## config.mk

```make
export PLATFORM = sky130hd
export DESIGN_NAME = pool_1_flat
export DESIGN_NICKNAME = d
export VERILOG_FILES = /design/src/rtl/pool_1_if.sv /design/src/rtl/pool_1.sv /design/src/flat_wrapper.sv
export SDC_FILE = /design/constraint.sdc
export NUM_CORES = 1
export LEC_CHECK = 0
export BUFFER_PORTS_ARGS = -buffer_cell sky130_fd_sc_hd__buf_2
export CAP_MARGIN = 20
export CELL_PAD_IN_SITES_DETAIL_PLACEMENT = 0
export CELL_PAD_IN_SITES_GLOBAL_PLACEMENT = 1
export CORE_MARGIN = 5
export CORE_UTILIZATION = 45
export DETAILED_ROUTE_END_ITERATION = 16
export HOLD_SLACK_MARGIN = 0.08
export PLACE_DENSITY_LB_ADDON = 0.08
export SLEW_MARGIN = 20
export SYNTH_ARGS = -nofsm -noshare
export SYNTH_HDL_FRONTEND = slang
export SYNTH_SLANG_ARGS = --single-unit
```

## constraint.sdc

```tcl
create_clock -name clk -period 8.14 [get_ports clk]
set_input_delay 0.814 -clock clk [delete_from_list [all_inputs] [get_ports clk]]
set_output_delay 0.814 -clock clk [all_outputs]
set_load 0.05 [all_outputs]
```

## src/rtl/pool_1_if.sv

```systemverilog
// BRAM-side bundle of the pool_1 stage: conv1 result read port and pool1 result write port.
interface pool_1_if #(
  parameter int DATA_SIZE = 16
);
  logic [DATA_SIZE-1:0] input_bram_douta;
  logic                 input_bram_ena;
  logic [12:0]          input_bram_addra;
  logic                 result_bram_ena;
  logic                 result_bram_wea;
  logic [12:0]          result_bram_addra;
  logic [DATA_SIZE-1:0] result_bram_dina;

  // master is the pooling engine; slave is the memory side
  modport master (
    input  input_bram_douta,
    output input_bram_ena, input_bram_addra,
    output result_bram_ena, result_bram_wea, result_bram_addra, result_bram_dina
  );
  modport slave (
    output input_bram_douta,
    input  input_bram_ena, input_bram_addra,
    input  result_bram_ena, result_bram_wea, result_bram_addra, result_bram_dina
  );
endinterface

```

## src/rtl/pool_1.sv

```systemverilog
// 2x2 stride-2 signed max pooling of the conv1 maps, sequenced by pool_1_en/pool_1_finish
// with 4-cycle BRAM accesses. All outputs are registered and freeze while pool_1_en is low.
module pool_1 #(
  parameter int DATA_SIZE = 16,
  parameter int IN_SIZE   = 28,
  parameter int OUT_SIZE  = 14,
  parameter int DEEP      = 6,
  parameter int IN_BASE   = 0,
  parameter int OUT_BASE  = 0
) (
  input  logic       clk,
  input  logic       rst,
  input  logic       pool_1_en,
  pool_1_if.master   bram,
  output logic       pool_1_finish,
  output logic [2:0] state_o
);
  localparam int CH_W = $clog2(DEEP + 1);
  localparam int RC_W = $clog2(OUT_SIZE);

  typedef enum logic [2:0] {IDLE, CHECK, LOAD, COMPARE, STORE, DONE} state_e;

  state_e               state_q, state_d;
  logic [CH_W-1:0]      ch_q, ch_d;
  logic [RC_W-1:0]      r_q, r_d, c_q, c_d;
  logic [1:0]           k_q, k_d, circle_q, circle_d;
  logic [DATA_SIZE-1:0] max_q, max_d;
  logic                 in_ena_q, in_ena_d;
  logic [12:0]          in_addr_q, in_addr_d;
  logic                 res_ena_q, res_ena_d, res_we_q, res_we_d;
  logic [12:0]          res_addr_q, res_addr_d;
  logic [DATA_SIZE-1:0] res_din_q, res_din_d;
  logic                 finish_q, finish_d;
  logic [12:0]          rd_addr, wr_addr;

  // k[1] selects the window row (dy), k[0] the window column (dx)
  assign rd_addr = 13'(IN_BASE) + 13'(ch_q) * 13'(IN_SIZE * IN_SIZE)
                 + 13'({r_q, k_q[1]}) * 13'(IN_SIZE) + 13'({c_q, k_q[0]});
  assign wr_addr = 13'(OUT_BASE) + 13'(ch_q) * 13'(OUT_SIZE * OUT_SIZE)
                 + 13'(r_q) * 13'(OUT_SIZE) + 13'(c_q);

  always_comb begin
    state_d    = state_q;
    ch_d       = ch_q;
    r_d        = r_q;
    c_d        = c_q;
    k_d        = k_q;
    circle_d   = circle_q;
    max_d      = max_q;
    in_ena_d   = in_ena_q;
    in_addr_d  = in_addr_q;
    res_ena_d  = res_ena_q;
    res_we_d   = res_we_q;
    res_addr_d = res_addr_q;
    res_din_d  = res_din_q;
    finish_d   = finish_q;
    if (pool_1_en) begin
      case (state_q)
        IDLE: begin
          ch_d     = '0;
          r_d      = '0;
          c_d      = '0;
          max_d    = '0;
          finish_d = 1'b0;
          state_d  = CHECK;
        end
        CHECK: begin
          if (ch_q == CH_W'(DEEP)) begin
            in_ena_d  = 1'b0;
            res_ena_d = 1'b0;
            res_we_d  = 1'b0;
            finish_d  = 1'b1;
            state_d   = DONE;
          end else begin
            k_d      = '0;
            circle_d = '0;
            state_d  = LOAD;
          end
        end
        LOAD: begin
          circle_d = circle_q + 2'd1;
          if (circle_q == 2'd0) begin
            in_ena_d  = 1'b1;
            in_addr_d = rd_addr;
          end else if (circle_q == 2'd3) begin
            // strict compare so ties keep the earlier window element
            if (k_q == 2'd0 || $signed(bram.input_bram_douta) > $signed(max_q))
              max_d = bram.input_bram_douta;
            if (k_q == 2'd3) state_d = COMPARE;
            else             k_d = k_q + 2'd1;
          end
        end
        COMPARE: begin
          in_ena_d = 1'b0;
          circle_d = '0;
          state_d  = STORE;
        end
        STORE: begin
          circle_d = circle_q + 2'd1;
          if (circle_q == 2'd0) begin
            res_ena_d  = 1'b1;
            res_we_d   = 1'b1;
            res_addr_d = wr_addr;
            res_din_d  = max_q;
          end else if (circle_q == 2'd3) begin
            res_ena_d = 1'b0;
            res_we_d  = 1'b0;
            if (c_q == RC_W'(OUT_SIZE - 1)) begin
              c_d = '0;
              if (r_q == RC_W'(OUT_SIZE - 1)) begin
                r_d  = '0;
                ch_d = ch_q + CH_W'(1);
              end else begin
                r_d = r_q + RC_W'(1);
              end
            end else begin
              c_d = c_q + RC_W'(1);
            end
            state_d = CHECK;
          end
        end
        DONE: ;
        default: state_d = IDLE;
      endcase
    end else if (state_q == DONE) begin
      // the controller acknowledges completion by dropping enable
      finish_d = 1'b0;
      state_d  = IDLE;
    end
  end

  always_ff @(posedge clk) begin
    if (rst) begin
      state_q    <= IDLE;
      ch_q       <= '0;
      r_q        <= '0;
      c_q        <= '0;
      k_q        <= '0;
      circle_q   <= '0;
      max_q      <= '0;
      in_ena_q   <= 1'b0;
      in_addr_q  <= '0;
      res_ena_q  <= 1'b0;
      res_we_q   <= 1'b0;
      res_addr_q <= '0;
      res_din_q  <= '0;
      finish_q   <= 1'b0;
    end else begin
      state_q    <= state_d;
      ch_q       <= ch_d;
      r_q        <= r_d;
      c_q        <= c_d;
      k_q        <= k_d;
      circle_q   <= circle_d;
      max_q      <= max_d;
      in_ena_q   <= in_ena_d;
      in_addr_q  <= in_addr_d;
      res_ena_q  <= res_ena_d;
      res_we_q   <= res_we_d;
      res_addr_q <= res_addr_d;
      res_din_q  <= res_din_d;
      finish_q   <= finish_d;
    end
  end

  assign bram.input_bram_ena    = in_ena_q;
  assign bram.input_bram_addra  = in_addr_q;
  assign bram.result_bram_ena   = res_ena_q;
  assign bram.result_bram_wea   = res_we_q;
  assign bram.result_bram_addra = res_addr_q;
  assign bram.result_bram_dina  = res_din_q;
  assign pool_1_finish          = finish_q;
  assign state_o                = state_q;
endmodule

```

## src/flat_wrapper.sv

```systemverilog
// flat-port wrapper written by rule: the top's interface ports become plain ports
module pool_1_flat 
#(
  parameter int DATA_SIZE = 16,
  parameter int IN_SIZE   = 28,
  parameter int OUT_SIZE  = 14,
  parameter int DEEP      = 6,
  parameter int IN_BASE   = 0,
  parameter int OUT_BASE  = 0
)
  (clk, rst, pool_1_en, pool_1_finish, state_o, bram_input_bram_douta, bram_input_bram_ena, bram_input_bram_addra, bram_result_bram_ena, bram_result_bram_wea, bram_result_bram_addra, bram_result_bram_dina);
  pool_1_if #(.DATA_SIZE(DATA_SIZE)) bram_i ();
  input  logic clk;
  input  logic rst;
  input  logic pool_1_en;
  output logic pool_1_finish;
  output logic [2:0] state_o;
  input wire logic [$bits(bram_i.input_bram_douta)-1:0] bram_input_bram_douta;
  output wire logic [$bits(bram_i.input_bram_ena)-1:0] bram_input_bram_ena;
  output wire logic [$bits(bram_i.input_bram_addra)-1:0] bram_input_bram_addra;
  output wire logic [$bits(bram_i.result_bram_ena)-1:0] bram_result_bram_ena;
  output wire logic [$bits(bram_i.result_bram_wea)-1:0] bram_result_bram_wea;
  output wire logic [$bits(bram_i.result_bram_addra)-1:0] bram_result_bram_addra;
  output wire logic [$bits(bram_i.result_bram_dina)-1:0] bram_result_bram_dina;
  assign bram_i.input_bram_douta = bram_input_bram_douta;
  assign bram_input_bram_ena = bram_i.input_bram_ena;
  assign bram_input_bram_addra = bram_i.input_bram_addra;
  assign bram_result_bram_ena = bram_i.result_bram_ena;
  assign bram_result_bram_wea = bram_i.result_bram_wea;
  assign bram_result_bram_addra = bram_i.result_bram_addra;
  assign bram_result_bram_dina = bram_i.result_bram_dina;
  pool_1 #(.DATA_SIZE(DATA_SIZE), .IN_SIZE(IN_SIZE), .OUT_SIZE(OUT_SIZE), .DEEP(DEEP), .IN_BASE(IN_BASE), .OUT_BASE(OUT_BASE)) u_core (.clk(clk), .rst(rst), .pool_1_en(pool_1_en), .bram(bram_i), .pool_1_finish(pool_1_finish), .state_o(state_o));
endmodule
```

# Word level (Yosys, flattened, before mapping)
# Cells that the tools add are included.
# classes
n_div	0
magnitude_cmp	1
n_eq_ne	30
addsub	9
reduce_logical	24
n_mul	4
n_mux	43
n_shift	0
bitwise_logic	0
# op_table
operator	n
2-to-1 mux 16 bit	3
2-to-1 mux 3 bit	12
one-hot mux 16 bit (2 select lines)	1
2-to-1 mux 4 bit	7
multiplier 3 x 6 -> 9 bit, second input constant	2
one-hot mux 3 bit (6 select lines)	1
greater-than comparator 16 bit	1
one-hot mux 4 bit (2 select lines)	2
!= test 2 x 1 -> 1 bit, second input constant	7
adder 13 x 10 -> 13 bit	1
adder 13 x 4 -> 13 bit	1
adder 13 x 5 -> 13 bit	1
adder 11 x 8 -> 12 bit	1
!= test 3 x 2 -> 1 bit, second input constant	4
AND reduction 3 bit	4
AND reduction 4 bit	3
AND reduction 6 bit	2
!= test 2 bit, second input constant	5
AND reduction 5 bit	2
nonzero test 2 bit	5
equality test 3 bit, second input constant	3
adder 4 x 1 -> 4 bit, second input constant	2
equality test 4 bit, second input constant	2
multiplier 5 x 3 -> 8 bit, second input constant	1
21 further kinds	38
# word_totals
word_cells	124
mem_bits_ro	0
in_bits	19
latch_bits	0
output_inout_bits	49
ram_bits	0
register_bits	79
mem_count	0

# Longest topological paths before layout
# Gate-level depths: netlist of run 1.
# depth
depth_word	6
ltp_mapped	16
depth_no_buf	16

# Least setup slack after synthesis of run 1
# OpenSTA, ideal clock, no wires.
# synth_path
kind	reg-to-reg
startpoint	register u_core.r_q[1]
endpoint	register u_core.res_addr_q[10], in the netlist u_core.bram.result_bram_addra[10]
setup_time_ps	92
n_path_buf	1
period_less_slack_ps	3662
stages_incl_launch_ff	15
required_time_ps	8048
arrival_time_ps	3570
setup_slack_ps	4478
path_cell_list	dfxtp_1 fa_1 ha_1 fa_1 nor2b_1 o21ai_0 nand2b_1 ha_1 clkbuf_1 nor2b_1 o2111ai_1 o311ai_0 nand4_1 o211a_1 nor4_1
# synth_between
elab_chain_len	3
# synth_lines
element	line	text
start: declaration	pool_1.sv:25	logic [RC_W-1:0] r_q, r_d, c_q, c_d;
start signal: assignment	pool_1.sv:151	r_q <= r_d;
multiplier 4 x 3 -> 7 bit	pool_1.sv:40	+ 13'(r_q) * 13'(OUT_SIZE) + 13'(c_q);
adder 11 x 8 -> 12 bit	pool_1.sv:40	
adder 13 x 4 -> 13 bit	pool_1.sv:40	
end signal: assignment	pool_1.sv:160	res_addr_q <= res_addr_d;
end: declaration	pool_1.sv:31	logic [12:0] res_addr_q, res_addr_d;
# No other way between the ends.
# A chain may end at the register's enable or synchronous reset.

# Worst setup path in the final report of run 1
# Same ends and word-level chain as after synthesis.

==> parameters.txt, run 1 <==
Parameter                              Value

Timing
  Max Fclk ... 0.257 GHz
  Pin slew with the least headroom to its limit ... 944 ps
  Worst slew margin ... 37.0%
  Post-route fraction of the period consumed by the critical path ... 47.8%
  Final number of setup-violating endpoints ... 0
  Final Max Slew Viols ... 0
  Fin Clk Skew ... 7.48 ps
  Setup TNS Final ... 0 ps
  Unrepaired setup endpoints after global routing ... no
  Crit path time final ... 3890 ps
  Final-report hold violation count ... 0

Global routing
  Initial antenna violation count ... 0
  Largest net degree at the start of global routing ... 64
  Global route total overflow ... 0
  Overall Global Routing Usage ... 18.6%
  Wire length of the first global-routing pass ... 21500 um
  Vias in the first global route ... 4309

Final layout
  Fraction of final layout cells with drive strength greater than 1 ... 15.7%
  Area added between synthesis and finish ... 13.5%
  Summed area of non-filler cells in the final layout ... 0.00603 mm2
  Leading cell type in the layout, fill and taps excluded ... sky130_fd_sc_hd__nand2_1
  Most frequent cells in the layout ... sky130_fd_sc_hd__nand2_1 (84), sky130_fd_sc_hd__dfxtp_1 (79), sky130_fd_sc_hd__buf_2 (67)
  Fin nets ... 768
  N_diodes ... 0

Pwr
  Leakage ... 2.74 nW
  Power per cell area ... 161 mW/mm2
  Maximum VDD drop ... 0.000114 V
  Overall Power ... 0.969 mW

Clock network
  Total number of H-tree levels ... 3
  Maximum clock insertion buffer count ... 2
  Clock tree sinks ... 79
  Quantity of gates resized following cts ... 0
  Number of buffers added for setup after CTS ... 0
  Clock latency of the later-clocked register in the worst-skew pair ... 350 ps
  TritonCTS clock tree ... built
  Hold-fix buffers at CTS ... 0
  Reg clk slew, reported paths ... 60 ps
  CTS buffer count ... 9
  Clock tree root buffer cell ... sky130_fd_sc_hd__clkbuf_16

Route
  Via count ... 4452
  Routed WL ... 12700 um
  Count of antenna-violating nets left after detailed routing ... 0
  DR iter-0 viols ... 268
  Length of the first detailed-routing pass in iterations ... 4
  Number of vias per cell ... 5.39
  Number of remaining DRC errors ... 0
  Avg WL per Cell ... 15.4 um

Yosys
  Synth async-reset ratio ... 0%
  Cell area after synthesis ... 0.00532 mm2
  Sequential cell area fraction in the yosys report ... 29.7%
  Mean post-synth cell area ... 8.44 um2
  Number of enable-type register cells in the synthesized netlist ... 0
  Yosys reg bits ... 79
  Top flip-flop cell by instance count after synthesis ... sky130_fd_sc_hd__dfxtp_1
  Post-synthesis instance total ... 630
  Post-synthesis cell type count ... 58
  Warnings, synthesis ... 0
  Net count after synthesis ... 720

Critical path
  Type of destination of the critical path ... flip-flop
  Worst Path Max Fanout ... 8
  Data required time at the worst endpoint ... 8390 ps
  Type of the worst setup path ... flip-flop to flip-flop
  Critical path arrival ... 4150 ps
  Nature of the critical path startpoint ... flip-flop

Floorplan
  Initial Utilization ... 46.2%
  Area of the die ... 0.0141 mm2
  DIE WIDTH ... 119 um
  Std-Cell Rows ... 39
  I/O pin count ... 68
  Floorplan die height ... 119 um
  Standard cell core area ... 0.0115 mm2

Run status
  Status ... complete, no violations

Placement
  Half-perimeter wire length after detailed placement ... 9370 um
  Dpl cell area ... 0.00570 mm2
  Last weighted congestion value of the routability-driven placer ... 0.843
  Number of port buffers ... 67

Run
  Max Cap Viol ... 0

Hold path
  Worst min-delay path class ... flip-flop to flip-flop
==> per-layer routing <==
metal | vias up | share of wire [%] | GRT usage [%]
met2 | 61 | 43 | 28.0
met1 | 2083 | 52 | 26.4
met5 | - | 0 | 0
li1 | 2293 | - | -
met3 | 15 | 3.5 | 4.30
met4 | 0 | 1.2 | 5.94
==> logic make-up after synthesis <==
family | synth area share [%]
AND/OR/NAND/NOR | 18.4
AO/OA/AOI/OAI | 21.5
buffers and inverters | 6.61
flip-flops | 29.7
adder cells (fa/ha/maj) | 18.1
XOR/XNOR | 5.27
multiplexers | 0.400
==> cell usage after synthesis (all sizes together), types with 8 or more instances <==
| library cell | n | area [um2] |
|---|---|---|
| nand2b | 8 | 50.1 |
| xnor2 | 21 | 184 |
| a21oi | 52 | 260 |
| clkbuf | 30 | 113 |
| ha | 61 | 763 |
| fa | 10 | 200 |
| inv | 49 | 184 |
| a211oi | 13 | 97.6 |
| xor2 | 11 | 96.3 |
| nor2 | 46 | 173 |
| a21o | 8 | 60.1 |
| o21ai | 18 | 90.1 |
| and3 | 18 | 113 |
| nand3 | 19 | 95.1 |
| o31ai | 34 | 393 |
| nand2 | 84 | 315 |
| dfxtp | 79 | 1580 |
==> worst paths after layout <==
| path | startpoint | endpoint | slack, ps | depth (start not counted) |
|---|---|---|---|---|
| worst max-delay path | u_core.r_q[1] | u_core.bram.result_bram_addra[10] | 4250 | 10 |
| worst min-delay path | u_core.bram.input_bram_addra[7] | u_core.bram.input_bram_addra[7] | 450 | 2 |
| worst max register to register | u_core.r_q[1] | u_core.bram.result_bram_addra[10] | 4250 | 10 |
| worst min register to register | u_core.bram.input_bram_addra[7] | u_core.bram.input_bram_addra[7] | 450 | 2 |
==> area by class of cell <==
class | count | area, um2
clock buffer | 9 | 225
inverter | 49 | 184
clock inverter | 7 | 105
multi-input combinational | 467 | 3390
tap | 143 | 179
fill | 1126 | 5480
timing repair buffer | 72 | 373
sequential | 79 | 1580
==> state kept, by name, summed over array words and instances (netlist names) <==
name	count
u_core.bram.input_bram_addra	13
u_core.bram.input_bram_ena	1
u_core.bram.result_bram_addra	13
u_core.bram.result_bram_dina	16
u_core.bram.result_bram_ena	1
u_core.c_q	4
u_core.ch_q	3
u_core.circle_q	2
u_core.k_q	2
u_core.max_q	16
u_core.pool_1_finish	1
u_core.r_q	4
u_core.state_o	3
==> report_power, final <==
group          internal (mW)  switching, mW  total (mW)
Clock                  0.273          0.174       0.447
Sequential             0.391        0.00940       0.400
Combinational         0.0425         0.0791       0.122
==> per-stage QoR <==
step	utilization [%]	hold slack, ps	std cells	setup WS, ps
floorplan	-	432	630	4480
global placement	49.5	437	810	4280
detailed placement	49.5	441	810	4240
CTS	52.4	450	826	4210
global route	52.4	479	826	3900
finish	52.4	445	826	4250
==> critical path: stages, from the launching register on <==
cell                       delay (ps)
sky130_fd_sc_hd__dfxtp_1          550
sky130_fd_sc_hd__fa_1             530
sky130_fd_sc_hd__ha_1             230
sky130_fd_sc_hd__fa_1             440
sky130_fd_sc_hd__ha_1             340
sky130_fd_sc_hd__nor2b_1          170
sky130_fd_sc_hd__o211a_1          220
sky130_fd_sc_hd__o311ai_0         610
sky130_fd_sc_hd__nand4_1          210
sky130_fd_sc_hd__o211a_1          260
sky130_fd_sc_hd__nor4_1           240
No activity file was read; power rests on OpenSTA's default activity.
==> run 2, diff against run 1 <==
--- a/config.mk
+++ b/config.mk
@@ -10,7 +10,7 @@
 export CELL_PAD_IN_SITES_DETAIL_PLACEMENT = 0
 export CELL_PAD_IN_SITES_GLOBAL_PLACEMENT = 1
 export CORE_MARGIN = 5
-export CORE_UTILIZATION = 45
+export CORE_UTILIZATION = 44
 export DETAILED_ROUTE_END_ITERATION = 16
 export HOLD_SLACK_MARGIN = 0.08
 export PLACE_DENSITY_LB_ADDON = 0.08
==> constraint.sdc (replaced) <==
create_clock -name clk -period 3.9 [get_ports clk]
set_input_delay 0.39 -clock clk [delete_from_list [all_inputs] [get_ports clk]]
set_output_delay 0.39 -clock clk [all_outputs]
set_load 0.05 [all_outputs]
==> run 2 against run 1 <==
Register-to-register slack worse by 4000 ps. Routed wire length up 2.1%. Via count up 0.40%. Non-clock buffer count up 8. Clock power up 92%. Cell count up 1.5%. First-iteration DRC count up 4.9%. Sequential share of layout area down 0.11 points. Critical endpoint unchanged. Largest cell class unchanged. Highest routed layer unchanged.
==> parameters.txt, run 2 (synthesis results as in run 1) <==
Parameter                              Value

Final layout
  Fraction of final layout cells with drive strength greater than 1 ... 17.1% (was 15.7%)
  Area added between synthesis and finish ... 14.2% (was 13.5%)
  Post-Layout Cell Count ... 838 (was 826)
  Leading cell type in the layout, fill and taps excluded ... sky130_fd_sc_hd__nand2_1 (unchanged)
  Fin nets ... 776 (was 768)
  Most frequent cells in the layout ... sky130_fd_sc_hd__nand2_1 (84), sky130_fd_sc_hd__dfxtp_1 (76), sky130_fd_sc_hd__buf_2 (67) (was sky130_fd_sc_hd__nand2_1 (84), sky130_fd_sc_hd__dfxtp_1 (79), sky130_fd_sc_hd__buf_2 (67))
  N_diodes ... 0 (unchanged)

Timing
  Max Fclk ... 0.273 GHz (was 0.257 GHz)
  Post-route fraction of the period consumed by the critical path ... 94.0% (was 47.8%)
  Unrepaired setup endpoints after global routing ... no (unchanged)
  Crit path time final ... 3660 ps (was 3890 ps)
  Final Max Slew Viols ... 0 (unchanged)
  Worst slew margin ... 40.0% (was 37.0%)
  Final-report hold violation count ... 0 (unchanged)
  Setup TNS Final ... 0 ps (unchanged)
  Fin Clk Skew ... 7.42 ps (was 7.48 ps)
  Final number of setup-violating endpoints ... 0 (unchanged)
  Pin slew with the least headroom to its limit ... 898 ps (was 944 ps)

Critical path
  Data required time at the worst endpoint ... 4140 ps (was 8390 ps)
  Worst Path Max Fanout ... 8 (unchanged)
  Type of destination of the critical path ... flip-flop (unchanged)
  Nature of the critical path startpoint ... flip-flop (unchanged)
  Type of the worst setup path ... flip-flop to flip-flop (unchanged)
  Critical path arrival ... 3910 ps (was 4150 ps)

Route
  Length of the first detailed-routing pass in iterations ... 4 (unchanged)
  Number of vias per cell ... 5.33 (was 5.39)
  DR iter-0 viols ... 281 (was 268)
  Number of remaining DRC errors ... 0 (unchanged)
  Count of antenna-violating nets left after detailed routing ... 0 (unchanged)
  Via count ... 4470 (was 4452)
  Avg WL per Cell ... 15.5 um (was 15.4 um)
  Routed WL ... 13000 um (was 12700 um)

Global routing
  Wire length of the first global-routing pass ... 21900 um (was 21500 um)
  Overall Global Routing Usage ... 18.8% (was 18.6%)
  Largest net degree at the start of global routing ... 63 (was 64)
  Global route total overflow ... 0 (unchanged)
  Vias in the first global route ... 4378 (was 4309)
  Initial antenna violation count ... 0 (unchanged)

Floorplan
  I/O pin count ... 68 (unchanged)
  Standard cell core area ... 0.0119 mm2 (was 0.0115 mm2)
  Std-Cell Rows ... 40 (was 39)
  Floorplan die height ... 120 um (was 119 um)
  Area of the die ... 0.0144 mm2 (was 0.0141 mm2)
  Initial Utilization ... 44.6% (was 46.2%)
  DIE WIDTH ... 120 um (was 119 um)

Placement
  Last weighted congestion value of the routability-driven placer ... 0.820 (was 0.843)
  Half-perimeter wire length after detailed placement ... 9670 um (was 9370 um)
  Number of port buffers ... 67 (unchanged)
  Dpl cells ... 822 (was 810)

Clock network
  Number of buffers added for setup after CTS ... 0 (unchanged)
  Maximum clock insertion buffer count ... 2 (unchanged)
  Quantity of gates resized following cts ... 0 (unchanged)
  Total number of H-tree levels ... 3 (unchanged)
  Clock tree sinks ... 79 (unchanged)
  Clock latency of the later-clocked register in the worst-skew pair ... 340 ps (was 350 ps)
  Hold-fix buffers at CTS ... 0 (unchanged)
  Clock tree root buffer cell ... sky130_fd_sc_hd__clkbuf_16 (unchanged)
  CTS buffer count ... 9 (unchanged)
  TritonCTS clock tree ... built (unchanged)
  Reg clk slew, reported paths ... 60 ps (about the same)

Pwr
  Overall Power ... 1.96 mW (was 0.969 mW)
  Power per cell area ... 322 mW/mm2 (was 161 mW/mm2)
  Maximum VDD drop ... 0.000213 V (was 0.000114 V)
  Leakage ... 2.77 nW (was 2.74 nW)

Hold path
  Worst min-delay path class ... input port to flip-flop (was flip-flop to flip-flop)

Run status
  Status ... complete, no violations (unchanged)

Run
  Max Cap Viol ... 0 (unchanged)
==> run 2: cell count changes in the layout (fill, tap and decap cells not counted), moves of 2 or more <==
cell                       before  now
sky130_fd_sc_hd__clkinv_4       2    0
sky130_fd_sc_hd__clkinv_2       0    2
sky130_fd_sc_hd__dfxtp_1       79   76
sky130_fd_sc_hd__buf_4          5   13
sky130_fd_sc_hd__dfxtp_2        0    3
==> run 2: final timing paths <==
check	to	startpoint	slack [ps]	cells past startpoint
max reg2reg	u_core.bram.result_bram_addra[10]	u_core.r_q[1]	240	13
max	u_core.bram.result_bram_addra[10]	u_core.r_q[1]	240	13
min	u_core.max_q[0]	bram_input_bram_douta[0]	300	2
min reg2reg	u_core.bram.result_bram_dina[12]	u_core.bram.result_bram_dina[12]	450	2
==> run 2: layer usage <==
| layer | global-route usage [%] | share of wire [%] | up-vias |
|---|---|---|---|
| li1 | - | - | 2317 |
| met2 | 29.0 | 43 | 84 |
| met3 | 4.19 | 4.2 | 11 |
| met1 | 26.2 | 51 | 2058 |
| met5 | 0 | 0 | - |
| met4 | 5.73 | 1.2 | 0 |
==> run 2: final cells by class <==
type                            instances  area [um2]
Clock inverter                          5        56.3
Multi-Input combinational cell        467        3390
Fill cell                            1193        5840
Clock buffer                           11         243
Inverter                               49         184
Tap cell                              147         184
Timing Repair Buffer                   80         433
Sequential cell                        79        1590
==> run 2: critical path: stages, from the launching register on <==
cell and delay (ps):
sky130_fd_sc_hd__dfxtp_2 360, sky130_fd_sc_hd__buf_4 160, sky130_fd_sc_hd__fa_1 530, sky130_fd_sc_hd__fa_1 490, sky130_fd_sc_hd__nor2b_1 150, sky130_fd_sc_hd__o21ai_0 150
sky130_fd_sc_hd__nand2b_1 90, sky130_fd_sc_hd__ha_2 400, sky130_fd_sc_hd__nand2_1 70, sky130_fd_sc_hd__a211oi_1 260, sky130_fd_sc_hd__o21ai_0 170, sky130_fd_sc_hd__xor2_1 210
sky130_fd_sc_hd__o211a_1 260, sky130_fd_sc_hd__nor4_1 260
==> run 2: through the flow <==
stage	hold slack, ps	area, um2	util [%]	worst slack, ps
after floorplan	432	5320	-	238
after global placement	441	5770	48.4	207
after detailed placement	443	5770	48.4	101
after CTS	291	6070	50.9	86.4
after global routing	306	6070	51.0	1.60
final	299	6070	51.0	235
==> run 2: where the power goes <==
part / switching [mW] / internal, mW
clock: 0.345 / 0.514
combinational: 0.169 / 0.0960
sequential: 0.0169 / 0.816
total: 0.531 / 1.43
==> run 3, diff against run 2 <==
--- a/config.mk
+++ b/config.mk
@@ -12,8 +12,8 @@
 export CORE_MARGIN = 5
 export CORE_UTILIZATION = 44
 export DETAILED_ROUTE_END_ITERATION = 16
-export HOLD_SLACK_MARGIN = 0.08
-export PLACE_DENSITY_LB_ADDON = 0.08
+export PLACE_DENSITY_LB_ADDON = 0.25
+export REMOVE_ABC_BUFFERS = 1
 export SLEW_MARGIN = 20
 export SYNTH_ARGS = -nofsm -noshare
 export SYNTH_HDL_FRONTEND = slang
==> run 3 against run 2 <==
Cell count decreased by 0.48%. Power decreased by 1.8%. Combinational power about the same. Cell area decreased by 0.60%. Fmax increased by 0.57%. Sequential power about the same. Register-to-register slack improved by 20 ps. Worst hold slack improved by 27 ps. Non-clock buffer count decreased by 3. Sequential cell count unchanged. Sequential share of layout area increased by 0.16 points. Clock skew decreased by 2.0 ps. Critical path type unchanged. Critical endpoint unchanged. Largest cell class unchanged.
==> parameters.txt, run 3 (synthesis results as in run 1) <==
Parameter                              Value

Run status
  Status ... complete, no violations (unchanged)

Clock network
  Reg clk slew, reported paths ... 60 ps (about the same)
  Clock latency of the later-clocked register in the worst-skew pair ... 340 ps (about the same)
  Number of buffers added for setup after CTS ... 0 (unchanged)
  Clock tree sinks ... 79 (unchanged)
  Hold-fix buffers at CTS ... 0 (unchanged)
  Total number of H-tree levels ... 3 (unchanged)
  TritonCTS clock tree ... built (unchanged)
  Clock tree root buffer cell ... sky130_fd_sc_hd__clkbuf_16 (unchanged)
  CTS buffer count ... 9 (unchanged)
  Maximum clock insertion buffer count ... 2 (unchanged)

Final layout
  Post-Layout Cell Count ... 834 (was 838)
  Leading cell type in the layout, fill and taps excluded ... sky130_fd_sc_hd__nand2_1 (unchanged)
  Most frequent cells in the layout ... sky130_fd_sc_hd__nand2_1 (84), sky130_fd_sc_hd__dfxtp_1 (76), sky130_fd_sc_hd__buf_2 (67) (unchanged)
  N_diodes ... 0 (unchanged)
  Summed area of non-filler cells in the final layout ... 0.00604 mm2 (was 0.00607 mm2)
  Fraction of final layout cells with drive strength greater than 1 ... 16.6% (was 17.1%)
  Area added between synthesis and finish ... 13.6% (was 14.2%)
  Final core utilization ... 50.7% (was 51.0%)
  Fin nets ... 773 (was 776)

Placement
  Dpl cell area ... 0.00575 mm2 (was 0.00577 mm2)
  Worst slack at placement ... 98.0 ps (was 101 ps)
  Last weighted congestion value of the routability-driven placer ... 0.805 (was 0.820)
  Number of port buffers ... 67 (unchanged)
  Dpl cells ... 819 (was 822)
  Half-perimeter wire length after detailed placement ... 9590 um (was 9670 um)

Floorplan
  DIE WIDTH ... 120 um (unchanged)
  Area of the die ... 0.0144 mm2 (unchanged)
  Standard cell core area ... 0.0119 mm2 (unchanged)
  Initial Utilization ... 44.6% (unchanged)
  Floorplan die height ... 120 um (unchanged)
  Std-Cell Rows ... 40 (unchanged)
  I/O pin count ... 68 (unchanged)

Pwr
  Power per cell area ... 318 mW/mm2 (was 322 mW/mm2)
  Leakage ... 2.74 nW (was 2.77 nW)
  Overall Power ... 1.92 mW (was 1.96 mW)
  Maximum VDD drop ... 0.000163 V (was 0.000213 V)

Critical path
  Max stage delay cell, worst path ... sky130_fd_sc_hd__fa_1 (unchanged)
  Nature of the critical path startpoint ... flip-flop (unchanged)
  Worst Path Max Fanout ... 8 (unchanged)
  Critical-path cell list ... fa_1, ha_1, fa_1, nor2b_1, o21ai_0, nand2b_1, ha_2, nor2b_1, o2111ai_1, o311ai_1, nand4_1, o211a_1, nor4_1 (was buf_4, fa_1, fa_1, nor2b_1, o21ai_0, nand2b_1, ha_2, nand2_1, a211oi_1, o21ai_0, xor2_1, o211a_1, nor4_1)
  Max stage delay on crit path ... 530 ps (about the same)
  Count of buffer and inverter cells on the critical path ... 0 (was 1)
  Data required time at the worst endpoint ... 4150 ps (was 4140 ps)
  Type of the worst setup path ... flip-flop to flip-flop (unchanged)
  Critical path arrival ... 3890 ps (was 3910 ps)
  Kind of cell with the highest combined delay on the critical path ... adder cells (unchanged)
  Type of destination of the critical path ... flip-flop (unchanged)
  Number of cells traversed by the worst register-to-register path ... 13 (unchanged)
  Number of gates on the worst path with buffers counted ... 13 (unchanged)

Route
  Number of vias per cell ... 5.33 (about the same)
  Number of remaining DRC errors ... 0 (unchanged)
  Length of the first detailed-routing pass in iterations ... 4 (unchanged)
  Routed WL ... 13000 um (about the same)
  Via count ... 4449 (was 4470)
  Count of antenna-violating nets left after detailed routing ... 0 (unchanged)
  DR iter-0 viols ... 272 (was 281)
  Avg WL per Cell ... 15.6 um (was 15.5 um)

Global routing
  Vias in the first global route ... 4149 (was 4378)
  Largest net degree at the start of global routing ... 63 (unchanged)
  Overall Global Routing Usage ... 18.4% (was 18.8%)
  Wire length of the first global-routing pass ... 21400 um (was 21900 um)
  Global route total overflow ... 0 (unchanged)
  Initial antenna violation count ... 0 (unchanged)

Timing
  Max Fclk ... 0.274 GHz (was 0.273 GHz)
  Worst Hold Margin ... 325 ps (was 299 ps)
  Final-report hold violation count ... 0 (unchanged)
  Final number of setup-violating endpoints ... 0 (unchanged)
  Crit path time final ... 3640 ps (was 3660 ps)
  Post-route fraction of the period consumed by the critical path ... 93.4% (was 94.0%)
  Worst-case setup margin in the final layout ... 256 ps (was 235 ps)
  Pin slew with the least headroom to its limit ... 998 ps (was 898 ps)
  Final Max Slew Viols ... 0 (unchanged)
  Worst slew margin ... 33.4% (was 40.0%)
  Fin Clk Skew ... 5.45 ps (was 7.42 ps)
  Unrepaired setup endpoints after global routing ... no (unchanged)
  Setup TNS Final ... 0 ps (unchanged)

Hold path
  Worst min-delay path class ... input port to flip-flop (unchanged)
  Hold depth ... 2 (unchanged)

Run
  Max Cap Viol ... 0 (unchanged)
==> run 3: cell count changes in the layout (fill, tap and decap cells not counted), sizes merged <==
cell / change
buf: -3
inv: -1
==> run 3: final timing paths <==
check	start	endpoint	slack, ps
worst min register to register	u_core.bram.result_bram_dina[11]	u_core.bram.result_bram_dina[11]	450
worst max register to register	u_core.r_q[0]	u_core.bram.result_bram_addra[10]	260
worst max-delay path	u_core.r_q[0]	u_core.bram.result_bram_addra[10]	260
worst min-delay path	bram_input_bram_douta[0]	u_core.max_q[0]	330
==> run 3: area by class of cell <==
type,count,area [um2]
well taps,147,184
multi-input cells,467,3390
flip-flops and latches,79,1590
clock inverters,4,47.5
clock buffers,11,233
inverters,49,184
repair buffers,77,410
fillers,1156,5870
==> run 3: repair_timing <==
action	4_1_cts	5_1_grt
gates resized for setup	0	6
hold endpoints to repair	0	0
endpoints found under the setup margin	0	4
==> run 3: layer usage <==
metal	vias up	share of wire [%]	GRT usage [%]
li1	2306	-	-
met1	2039	47	24.7
met2	85	46	29.4
met3	19	5.2	3.63
met4	0	2.4	6.80
met5	-	0	0
==> run 3: power by group <==
part / internal, mW / switching (mW)
Sequential: 0.817 / 0.0158
Clock: 0.490 / 0.332
Combinational: 0.0938 / 0.173
Total: 1.40 / 0.520
